[src/rtl/mcdf_pkg.sv]
// Shared types and constants for the MCDF packet receiver.
package mcdf_pkg;

  localparam int unsigned LEN_WIDE       = 6;
  localparam int unsigned CHID_WIDE      = 2;
  localparam int unsigned MCDF_DATA_WIDE = 32;

  typedef enum logic [1:0] {
    S_IDLE,
    S_GRANT,
    S_WAIT_START,
    S_RECV
  } rcv_state_e;

  typedef struct packed {
    logic [CHID_WIDE-1:0]      chid;
    logic                      last;
    logic [MCDF_DATA_WIDE-1:0] data;
  } buf_entry_t;

endpackage

[src/rtl/mcdf_pkt_rcv_if.sv]
// Formatter-side request/data bus and sink-side word stream of the packet receiver.
interface mcdf_fmt_if #(
  parameter int unsigned DATA_WIDE = 32
);
  logic                           fmt_req;
  logic [mcdf_pkg::CHID_WIDE-1:0] fmt_chid;
  logic [mcdf_pkg::LEN_WIDE-1:0]  fmt_length;
  logic                           fmt_start;
  logic                           fmt_end;
  logic [DATA_WIDE-1:0]           fmt_data;
  logic                           fmt_grant;

  modport master (
    output fmt_req, fmt_chid, fmt_length, fmt_start, fmt_end, fmt_data,
    input  fmt_grant
  );

  modport slave (
    input  fmt_req, fmt_chid, fmt_length, fmt_start, fmt_end, fmt_data,
    output fmt_grant
  );
endinterface

interface mcdf_pkt_if #(
  parameter int unsigned DATA_WIDE = 32
);
  logic                           pkt_valid;
  logic [DATA_WIDE-1:0]           pkt_data;
  logic [mcdf_pkg::CHID_WIDE-1:0] pkt_chid;
  logic                           pkt_last;
  logic                           pkt_ready;

  modport master (
    output pkt_valid, pkt_data, pkt_chid, pkt_last,
    input  pkt_ready
  );

  modport slave (
    input  pkt_valid, pkt_data, pkt_chid, pkt_last,
    output pkt_ready
  );
endinterface

[src/rtl/mcdf_pkt_buf.sv]
// Synchronous FIFO of {chid, last, data} entries with occupancy output.
module mcdf_pkt_buf
  import mcdf_pkg::*;
#(
  parameter int unsigned PTR_WIDE = 6
) (
  input  logic              clk,
  input  logic              rst_n,
  input  logic              push_i,
  input  buf_entry_t        push_entry_i,
  input  logic              pop_i,
  output buf_entry_t        head_o,
  output logic              valid_o,
  output logic [PTR_WIDE:0] occ_o
);

  localparam int unsigned DEPTH = 1 << PTR_WIDE;

  buf_entry_t          mem_q [DEPTH];
  logic [PTR_WIDE-1:0] wr_q, rd_q;
  logic [PTR_WIDE:0]   occ_q;
  logic                do_pop;

  // The receiver only grants packets that fit, so push never meets a full buffer.
  assign do_pop = pop_i && (occ_q != '0);

  always_ff @(posedge clk) begin
    if (push_i) mem_q[wr_q] <= push_entry_i;
  end

  always_ff @(posedge clk or negedge rst_n) begin
    if (!rst_n) begin
      wr_q  <= '0;
      rd_q  <= '0;
      occ_q <= '0;
    end else begin
      if (push_i) wr_q <= wr_q + 1'b1;
      if (do_pop) rd_q <= rd_q + 1'b1;
      case ({push_i, do_pop})
        2'b10:   occ_q <= occ_q + 1'b1;
        2'b01:   occ_q <= occ_q - 1'b1;
        default: ;
      endcase
    end
  end

  // Head is forced to zero when empty so the outputs read as reset values.
  assign valid_o = (occ_q != '0);
  assign head_o  = valid_o ? mem_q[rd_q] : '0;
  assign occ_o   = occ_q;

endmodule

[src/rtl/mcdf_pkt_rcv.sv]
// MCDF packet receiver: grants formatter packets that fit the buffer, checks framing, re-emits words.
module mcdf_pkt_rcv
  import mcdf_pkg::*;
#(
  parameter int unsigned DATA_WIDE     = MCDF_DATA_WIDE,
  parameter int unsigned BUF_PTR_WIDE  = 6,
  parameter int unsigned START_TIMEOUT = 16
) (
  input  logic              clk,
  input  logic              rst_n,
  mcdf_fmt_if.slave         fmt,
  mcdf_pkt_if.master        pkt,
  output logic              err_len,
  output logic              err_timeout,
  input  logic              err_clr,
  output logic [7:0]        pkt_cnt0,
  output logic [7:0]        pkt_cnt1,
  output logic [7:0]        pkt_cnt2
);

  localparam int unsigned DEPTH   = 1 << BUF_PTR_WIDE;
  localparam int unsigned TO_WIDE = $clog2(START_TIMEOUT + 1);

  rcv_state_e           state_q, state_d;
  logic [CHID_WIDE-1:0] chid_q, chid_d;
  logic [LEN_WIDE-1:0]  len_q, len_d;
  logic [LEN_WIDE-1:0]  wcnt_q, wcnt_d;
  logic [TO_WIDE-1:0]   to_q, to_d;
  logic                 grant_q;
  logic                 err_len_q, err_to_q;
  logic [7:0]           cnt0_q, cnt1_q, cnt2_q;

  logic                 set_len, set_to, close, push, len_hit;
  buf_entry_t           push_entry, head;
  logic                 buf_valid;
  logic [BUF_PTR_WIDE:0] occ, free_words;

  // Free space comes from registered occupancy; pops can only add room.
  assign free_words = (BUF_PTR_WIDE + 1)'(DEPTH) - occ;

  always_comb begin
    state_d    = state_q;
    chid_d     = chid_q;
    len_d      = len_q;
    wcnt_d     = wcnt_q;
    to_d       = to_q;
    push       = 1'b0;
    set_len    = 1'b0;
    set_to     = 1'b0;
    close      = 1'b0;
    len_hit    = 1'b0;
    push_entry = '{chid: chid_q, last: 1'b0, data: fmt.fmt_data};

    case (state_q)
      S_IDLE: begin
        if (fmt.fmt_req) begin
          if (fmt.fmt_length == '0) begin
            set_len = 1'b1;
          end else if (free_words >= (BUF_PTR_WIDE + 1)'(fmt.fmt_length)) begin
            state_d = S_GRANT;
            chid_d  = fmt.fmt_chid;
            len_d   = fmt.fmt_length;
          end
        end
      end
      S_GRANT: begin
        state_d = S_WAIT_START;
        to_d    = '0;
      end
      S_WAIT_START: begin
        if (fmt.fmt_start) begin
          push    = 1'b1;
          wcnt_d  = LEN_WIDE'(1);
          state_d = S_RECV;
        end else if (to_q == TO_WIDE'(START_TIMEOUT - 1)) begin
          set_to  = 1'b1;
          state_d = S_IDLE;
        end else begin
          to_d = to_q + 1'b1;
        end
      end
      S_RECV: begin
        push   = 1'b1;
        wcnt_d = wcnt_q + 1'b1;
        if (fmt.fmt_start) set_len = 1'b1;
      end
      default: state_d = S_IDLE;
    endcase

    // Close-out is shared by the first word and RECV words so length-1 packets need no extra state.
    if (push) begin
      len_hit = (wcnt_d == len_q);
      if (len_hit || fmt.fmt_end) begin
        close           = 1'b1;
        push_entry.last = 1'b1;
        state_d         = S_IDLE;
        if (len_hit != fmt.fmt_end) set_len = 1'b1;
      end
    end
  end

  always_ff @(posedge clk or negedge rst_n) begin
    if (!rst_n) begin
      state_q   <= S_IDLE;
      chid_q    <= '0;
      len_q     <= '0;
      wcnt_q    <= '0;
      to_q      <= '0;
      grant_q   <= 1'b0;
      err_len_q <= 1'b0;
      err_to_q  <= 1'b0;
      cnt0_q    <= '0;
      cnt1_q    <= '0;
      cnt2_q    <= '0;
    end else begin
      state_q   <= state_d;
      chid_q    <= chid_d;
      len_q     <= len_d;
      wcnt_q    <= wcnt_d;
      to_q      <= to_d;
      grant_q   <= (state_d == S_GRANT);
      err_len_q <= err_clr ? 1'b0 : (err_len_q | set_len);
      err_to_q  <= err_clr ? 1'b0 : (err_to_q | set_to);
      if (close) begin
        case (chid_q)
          2'd0:    cnt0_q <= cnt0_q + 1'b1;
          2'd1:    cnt1_q <= cnt1_q + 1'b1;
          2'd2:    cnt2_q <= cnt2_q + 1'b1;
          default: ;
        endcase
      end
    end
  end

  mcdf_pkt_buf #(
    .PTR_WIDE (BUF_PTR_WIDE)
  ) u_buf (
    .clk          (clk),
    .rst_n        (rst_n),
    .push_i       (push),
    .push_entry_i (push_entry),
    .pop_i        (buf_valid && pkt.pkt_ready),
    .head_o       (head),
    .valid_o      (buf_valid),
    .occ_o        (occ)
  );

  assign fmt.fmt_grant = grant_q;
  assign pkt.pkt_valid = buf_valid;
  assign pkt.pkt_data  = head.data;
  assign pkt.pkt_chid  = head.chid;
  assign pkt.pkt_last  = head.last;
  assign err_len       = err_len_q;
  assign err_timeout   = err_to_q;
  assign pkt_cnt0      = cnt0_q;
  assign pkt_cnt1      = cnt1_q;
  assign pkt_cnt2      = cnt2_q;

endmodule

[src/flat_wrapper.sv]
// flat-port wrapper written by rule: the top's interface ports become plain ports
module mcdf_pkt_rcv_flat import mcdf_pkg::*;
#(
  parameter int unsigned DATA_WIDE     = MCDF_DATA_WIDE,
  parameter int unsigned BUF_PTR_WIDE  = 6,
  parameter int unsigned START_TIMEOUT = 16
)
  (clk, rst_n, err_len, err_timeout, err_clr, pkt_cnt0, pkt_cnt1, pkt_cnt2, fmt_fmt_req, fmt_fmt_chid, fmt_fmt_length, fmt_fmt_start, fmt_fmt_end, fmt_fmt_data, fmt_fmt_grant, pkt_pkt_valid, pkt_pkt_data, pkt_pkt_chid, pkt_pkt_last, pkt_pkt_ready);
  mcdf_fmt_if #(.DATA_WIDE(DATA_WIDE)) fmt_i ();
  mcdf_pkt_if #(.DATA_WIDE(DATA_WIDE)) pkt_i ();
  input  logic clk;
  input  logic rst_n;
  output logic err_len;
  output logic err_timeout;
  input  logic err_clr;
  output logic [7:0] pkt_cnt0;
  output logic [7:0] pkt_cnt1;
  output logic [7:0] pkt_cnt2;
  input wire logic [$bits(fmt_i.fmt_req)-1:0] fmt_fmt_req;
  input wire logic [$bits(fmt_i.fmt_chid)-1:0] fmt_fmt_chid;
  input wire logic [$bits(fmt_i.fmt_length)-1:0] fmt_fmt_length;
  input wire logic [$bits(fmt_i.fmt_start)-1:0] fmt_fmt_start;
  input wire logic [$bits(fmt_i.fmt_end)-1:0] fmt_fmt_end;
  input wire logic [$bits(fmt_i.fmt_data)-1:0] fmt_fmt_data;
  output wire logic [$bits(fmt_i.fmt_grant)-1:0] fmt_fmt_grant;
  output wire logic [$bits(pkt_i.pkt_valid)-1:0] pkt_pkt_valid;
  output wire logic [$bits(pkt_i.pkt_data)-1:0] pkt_pkt_data;
  output wire logic [$bits(pkt_i.pkt_chid)-1:0] pkt_pkt_chid;
  output wire logic [$bits(pkt_i.pkt_last)-1:0] pkt_pkt_last;
  input wire logic [$bits(pkt_i.pkt_ready)-1:0] pkt_pkt_ready;
  assign fmt_i.fmt_req = fmt_fmt_req;
  assign fmt_i.fmt_chid = fmt_fmt_chid;
  assign fmt_i.fmt_length = fmt_fmt_length;
  assign fmt_i.fmt_start = fmt_fmt_start;
  assign fmt_i.fmt_end = fmt_fmt_end;
  assign fmt_i.fmt_data = fmt_fmt_data;
  assign fmt_fmt_grant = fmt_i.fmt_grant;
  assign pkt_pkt_valid = pkt_i.pkt_valid;
  assign pkt_pkt_data = pkt_i.pkt_data;
  assign pkt_pkt_chid = pkt_i.pkt_chid;
  assign pkt_pkt_last = pkt_i.pkt_last;
  assign pkt_i.pkt_ready = pkt_pkt_ready;
  mcdf_pkt_rcv #(.DATA_WIDE(DATA_WIDE), .BUF_PTR_WIDE(BUF_PTR_WIDE), .START_TIMEOUT(START_TIMEOUT)) u_core (.clk(clk), .rst_n(rst_n), .fmt(fmt_i), .pkt(pkt_i), .err_len(err_len), .err_timeout(err_timeout), .err_clr(err_clr), .pkt_cnt0(pkt_cnt0), .pkt_cnt1(pkt_cnt1), .pkt_cnt2(pkt_cnt2));
endmodule
[config.mk]
export PLATFORM = sky130hd
export DESIGN_NAME = mcdf_pkt_rcv_flat
export DESIGN_NICKNAME = d
export VERILOG_FILES = /design/src/rtl/mcdf_pkg.sv /design/src/rtl/mcdf_pkt_rcv_if.sv /design/src/rtl/mcdf_pkt_buf.sv /design/src/rtl/mcdf_pkt_rcv.sv /design/src/flat_wrapper.sv
export SDC_FILE = /design/constraint.sdc
export NUM_CORES = 2
export LEC_CHECK = 0
export BUFFER_PORTS_ARGS = -buffer_cell sky130_fd_sc_hd__buf_4
export CORE_ASPECT_RATIO = 1.2
export CORE_UTILIZATION = 57
export DETAILED_ROUTE_END_ITERATION = 12
export PLACE_DENSITY = 0.85
export SKIP_LAST_GASP = 1
export SLEW_MARGIN = 20
export SYNTH_ARGS = -nofsm -noshare
export SYNTH_HDL_FRONTEND = slang
export SYNTH_HIERARCHICAL = 1
export SYNTH_SLANG_ARGS = --single-unit
[constraint.sdc]
create_clock -name clk -period 4.8 [get_ports clk]
set_clock_uncertainty 0.15 [all_clocks]
set_input_delay 0.24 -clock clk [delete_from_list [all_inputs] [get_ports clk]]
set_output_delay 0.24 -clock clk [all_outputs]
set_load 0.01 [all_outputs]
==> impl_metrics.env <==
export IMPL_critical_path_arrival_ns=4.33
export IMPL_cp_data_required_time_ns=4.41
export IMPL_flow_area_growth_from_synthesis_pct=13.5
export IMPL_route_vias_total=48400
export IMPL_final_nets=4606
export IMPL_multi_input_area_sq_um=19700
export IMPL_grt_total_usage_pct=31.6
export IMPL_tightest_slew_ns=1.14
export IMPL_buffer_ports_inserted=109
export IMPL_global_route_overflow_total=0
export IMPL_cts_max_path_buffers=3
export IMPL_ys_seq_area_share_pct=76.9
export IMPL_crit_type="register to output port"
export IMPL_detailed_route_wire_length_per_cell_um=36.6
export IMPL_number_of_antenna_violations_at_the_first_check_in_global_routing=19
export IMPL_final_area_sq_um=102000
export IMPL_numClockSinks=2307
export IMPL_synth_edf_count=2240
export IMPL_clk_pin_slew_worst_paths_ns=0.06
export IMPL_timing_setup_tns_ns=0
export IMPL_cts_made_buffers=204
export IMPL_placed_wire_length_estimate_um=138000
export IMPL_finalCriticalPeriod_ns=4.72
export IMPL_design_die_area_sq_um=159000
export IMPL_syn_area_sq_um=89600
export IMPL_gpl_final_weighted_congestion=0.881
export IMPL_synthesized_netlist_net_count=4223
export IMPL_grt_start_max_net_pins=71
export IMPL_firstDrtPassIters=6
export IMPL_total_power_uw=59300
export IMPL_fmaxAchievable_mhz=212
export IMPL_placed_area_sq_um=94500
export IMPL_crit_path_start_kind="register"
export IMPL_report_final_slew_viol_count=0
export IMPL_synthesis_instances=4152
export IMPL_clock_tree_from_tritoncts="done"
export IMPL_avgViaCountPerCell=7.11
export IMPL_n_fill_cell=9122
export IMPL_yosysWarnings=6
export IMPL_critPathMaxFanout=68
export IMPL_die_w_um=364
export IMPL_drive_gt1_share_pct=26.2
export IMPL_htreeDepth=4
export IMPL_timing_max_slew_rel_slack_pct=23.5
export IMPL_hold_slack_ns=0.111
export IMPL_boundaryPins=110
export IMPL_fp_coreArea_sq_um=156000
export IMPL_worstSkewPairLatency_ns=0.86
export IMPL_static_leak_uw=0.0331
export IMPL_critical_path_endpoint_type="output port"
export IMPL_postSynthAreaPerCell_sq_um=21.6
export IMPL_postSynth_topFlopCell="edfxtp_1"
export IMPL_global_route_wire_length_before_repair_um=352000
export IMPL_setup_repair_after_global_routing_missed_its_margin="false"
export IMPL_synth_cell_types=74
export IMPL_dr_first_iter_drc_count=8125
export IMPL_final_setup_viol_count=0
export IMPL_number_of_remaining_drc_errors=0
export IMPL_via_count_of_the_first_global_routing_pass=48900
export IMPL_vdd_ir_drop_worst_mv=0.530
export IMPL_synthesized_flop_and_latch_total=2307
export IMPL_detail_route_wirelength_um=249000
export IMPL_clock_tree_root_cell="clkbuf_16"
export IMPL_row_count=159
export IMPL_timing_hold_worst_class="primary input to register"
export IMPL_timing_max_cap_violations=0
export IMPL_status="completed"
export IMPL_hold_violations=0
export IMPL_share_of_the_clock_period_used_by_the_worst_path_pct=98.4
export IMPL_p_per_area_nw_per_um2=583
export IMPL_remaining_number_of_nets_flagged_by_the_antenna_check_after_routing=0
export IMPL_combined_flip_flop_and_latch_cell_area_sq_um=69000
export IMPL_starting_density_pct=57.4
export IMPL_die_y_um=436
export IMPL_asyncSetResetFlopFracSynth_pct=2.90
## repair_timing
item	in CTS	in global routing
hold buffers	62	0
setup buffers	5	4
resized for setup	4	0
gates cloned	0	0
endpoints found under the hold margin	2146	0
setup endpoints to repair	2	1
## registers in the layout (all words and copies together), names as in the netlist, 2 cells and up
register	count
u_core/u_buf/mem_q	2240
u_core/pkt_cnt0	8
u_core/pkt_cnt1	8
u_core/pkt_cnt2	8
u_core/u_buf/occ_o	7
u_core/len_q	6
u_core/u_buf/rd_q	6
u_core/u_buf/wr_q	6
u_core/wcnt_q	6
u_core/to_q	5
u_core/chid_q	2
u_core/state_q	2
## cell usage in the layout (no fill, tap or decap), types with 16 or more instances in the layout
master / Yosys / final
o32ai_1: 16 / 16
o22ai_1: 110 / 110
buf_4: 53 / 303
a211o_1: 38 / 38
nand2_1: 34 / 32
clkinv_2: 0 / 40
o21ai_0: 21 / 21
mux2i_1: 330 / 330
clkinv_1: 1 / 56
a21oi_1: 23 / 23
dfrtp_1: 67 / 60
mux4_2: 448 / 448
nor2_4: 0 / 63
dlygate4sd3_1: 0 / 61
clkbuf_16: 0 / 206
a211oi_1: 39 / 38
buf_12: 0 / 45
a22o_1: 23 / 23
a221oi_1: 22 / 22
nand3_1: 28 / 27
xor2_1: 22 / 22
o221ai_1: 37 / 37
ha_1: 24 / 24
mux2_2: 29 / 29
edfxtp_1: 2240 / 2240
a22oi_1: 17 / 17
nor2_1: 133 / 70
inv_1: 20 / 20
clkbuf_1: 79 / 40
xnor2_1: 33 / 33
## layout make-up
class	instances	share of cell area, %
flip-flops and latches	2307	67.8
multi-input cells	1589	19.4
clock buffers	249	5.26
repair buffers	410	3.75
well taps	2093	2.58
clock inverters	131	1.08
inverters	23	0.0874
diodes	8	0.0197
## synthesized netlist by cell type (16+ instances only)
cell type | count | area, sq um
a22oi_1 | 17 | 128
xnor2_1 | 33 | 289
a221oi_1 | 22 | 193
o221ai_1 | 37 | 324
a211oi_1 | 39 | 293
nor2_1 | 133 | 499
inv_1 | 20 | 75.1
o21ai_0 | 21 | 105
mux2i_1 | 330 | 3300
buf_4 | 53 | 398
mux4_2 | 448 | 10100
o22ai_1 | 110 | 688
clkbuf_1 | 79 | 297
nand3_1 | 28 | 140
buf_6 | 25 | 282
buf_2 | 50 | 250
dfrtp_1 | 67 | 1680
xor2_1 | 22 | 193
buf_1 | 22 | 82.6
nand2_1 | 34 | 128
o32ai_1 | 16 | 140
a211o_1 | 38 | 333
nor3_1 | 16 | 80.1
ha_1 | 24 | 300
mux2_2 | 29 | 327
edfxtp_1 | 2240 | 67300
a21oi_1 | 23 | 115
a22o_1 | 23 | 201
## cell families after synthesis
kind of cell	after synthesis	share of synthesized area [%]
compound gates	409	3.51
flops	2307	76.9
fa+ha+maj	24	0.335
xor+xnor	55	0.538
simple gates	285	1.58
buf+inv	256	1.63
mux	816	15.5
## critical path, stage by stage, from the launching register on
cell and delay (ns):
dfrtp_4 0.72, buf_12 0.46, mux4_2 0.38, mux2i_1 0.34, nor2_1 0.11, a211oi_1 0.70, o32ai_1 0.34, buf_4 0.24
buf_4 0.15
## power breakdown
part,switching [uW],internal [uW],leakage [uW]
logic,11900,7900,0.00895
registers,667,22800,0.0210
clock network,7320,8700,0.00315
total,19900,39400,0.0331
## worst paths after layout
| check | start | endpoint | slack [ns] | cells past startpoint |
|---|---|---|---|---|
| min | fmt_fmt_end | u_core/pkt_cnt2[2]$_DFFE_PN0P_ | 0.11 | 6 |
| max reg2reg | u_core/state_q[0]$_DFF_PN0_ | u_core/err_len$_DFF_PN0_ | 0.42 | 14 |
| max in group asynchronous | rst_n | u_core/u_buf/rd_q[1]$_DFFE_PN0N_ | 3.81 | 4 |
| min reg2reg | u_core/pkt_cnt2[7]$_DFFE_PN0P_ | u_core/pkt_cnt2[7]$_DFFE_PN0P_ | 0.33 | 1 |
| min in group asynchronous | rst_n | u_core/pkt_cnt1[6]$_DFFE_PN0P_ | 0.32 | 4 |
| max | u_core/u_buf/rd_q[1]$_DFFE_PN0N_ | pkt_pkt_data[15] | 0.08 | 8 |
## layer usage
| layer | global-route usage, % | share of wire, % |
|---|---|---|
| met5 | 0 | 0.059 |
| met4 | 18.4 | 7.1 |
| met3 | 9.02 | 14 |
| met2 | 50.1 | 48 |
| met1 | 38.9 | 31 |
## per-stage QoR
stage / worst slack (ns) / util (%) / cells
floorplan: 0.277 / - / 4152
global placement: 0.619 / 60.5 / 6351
detailed placement: 0.637 / 60.5 / 6351
CTS: -0.00565 / 65.1 / 6798
global route: 0.0841 / 65.1 / 6803
finish: 0.0750 / 65.1 / 6810
Power figures use the tool's default switching activity.
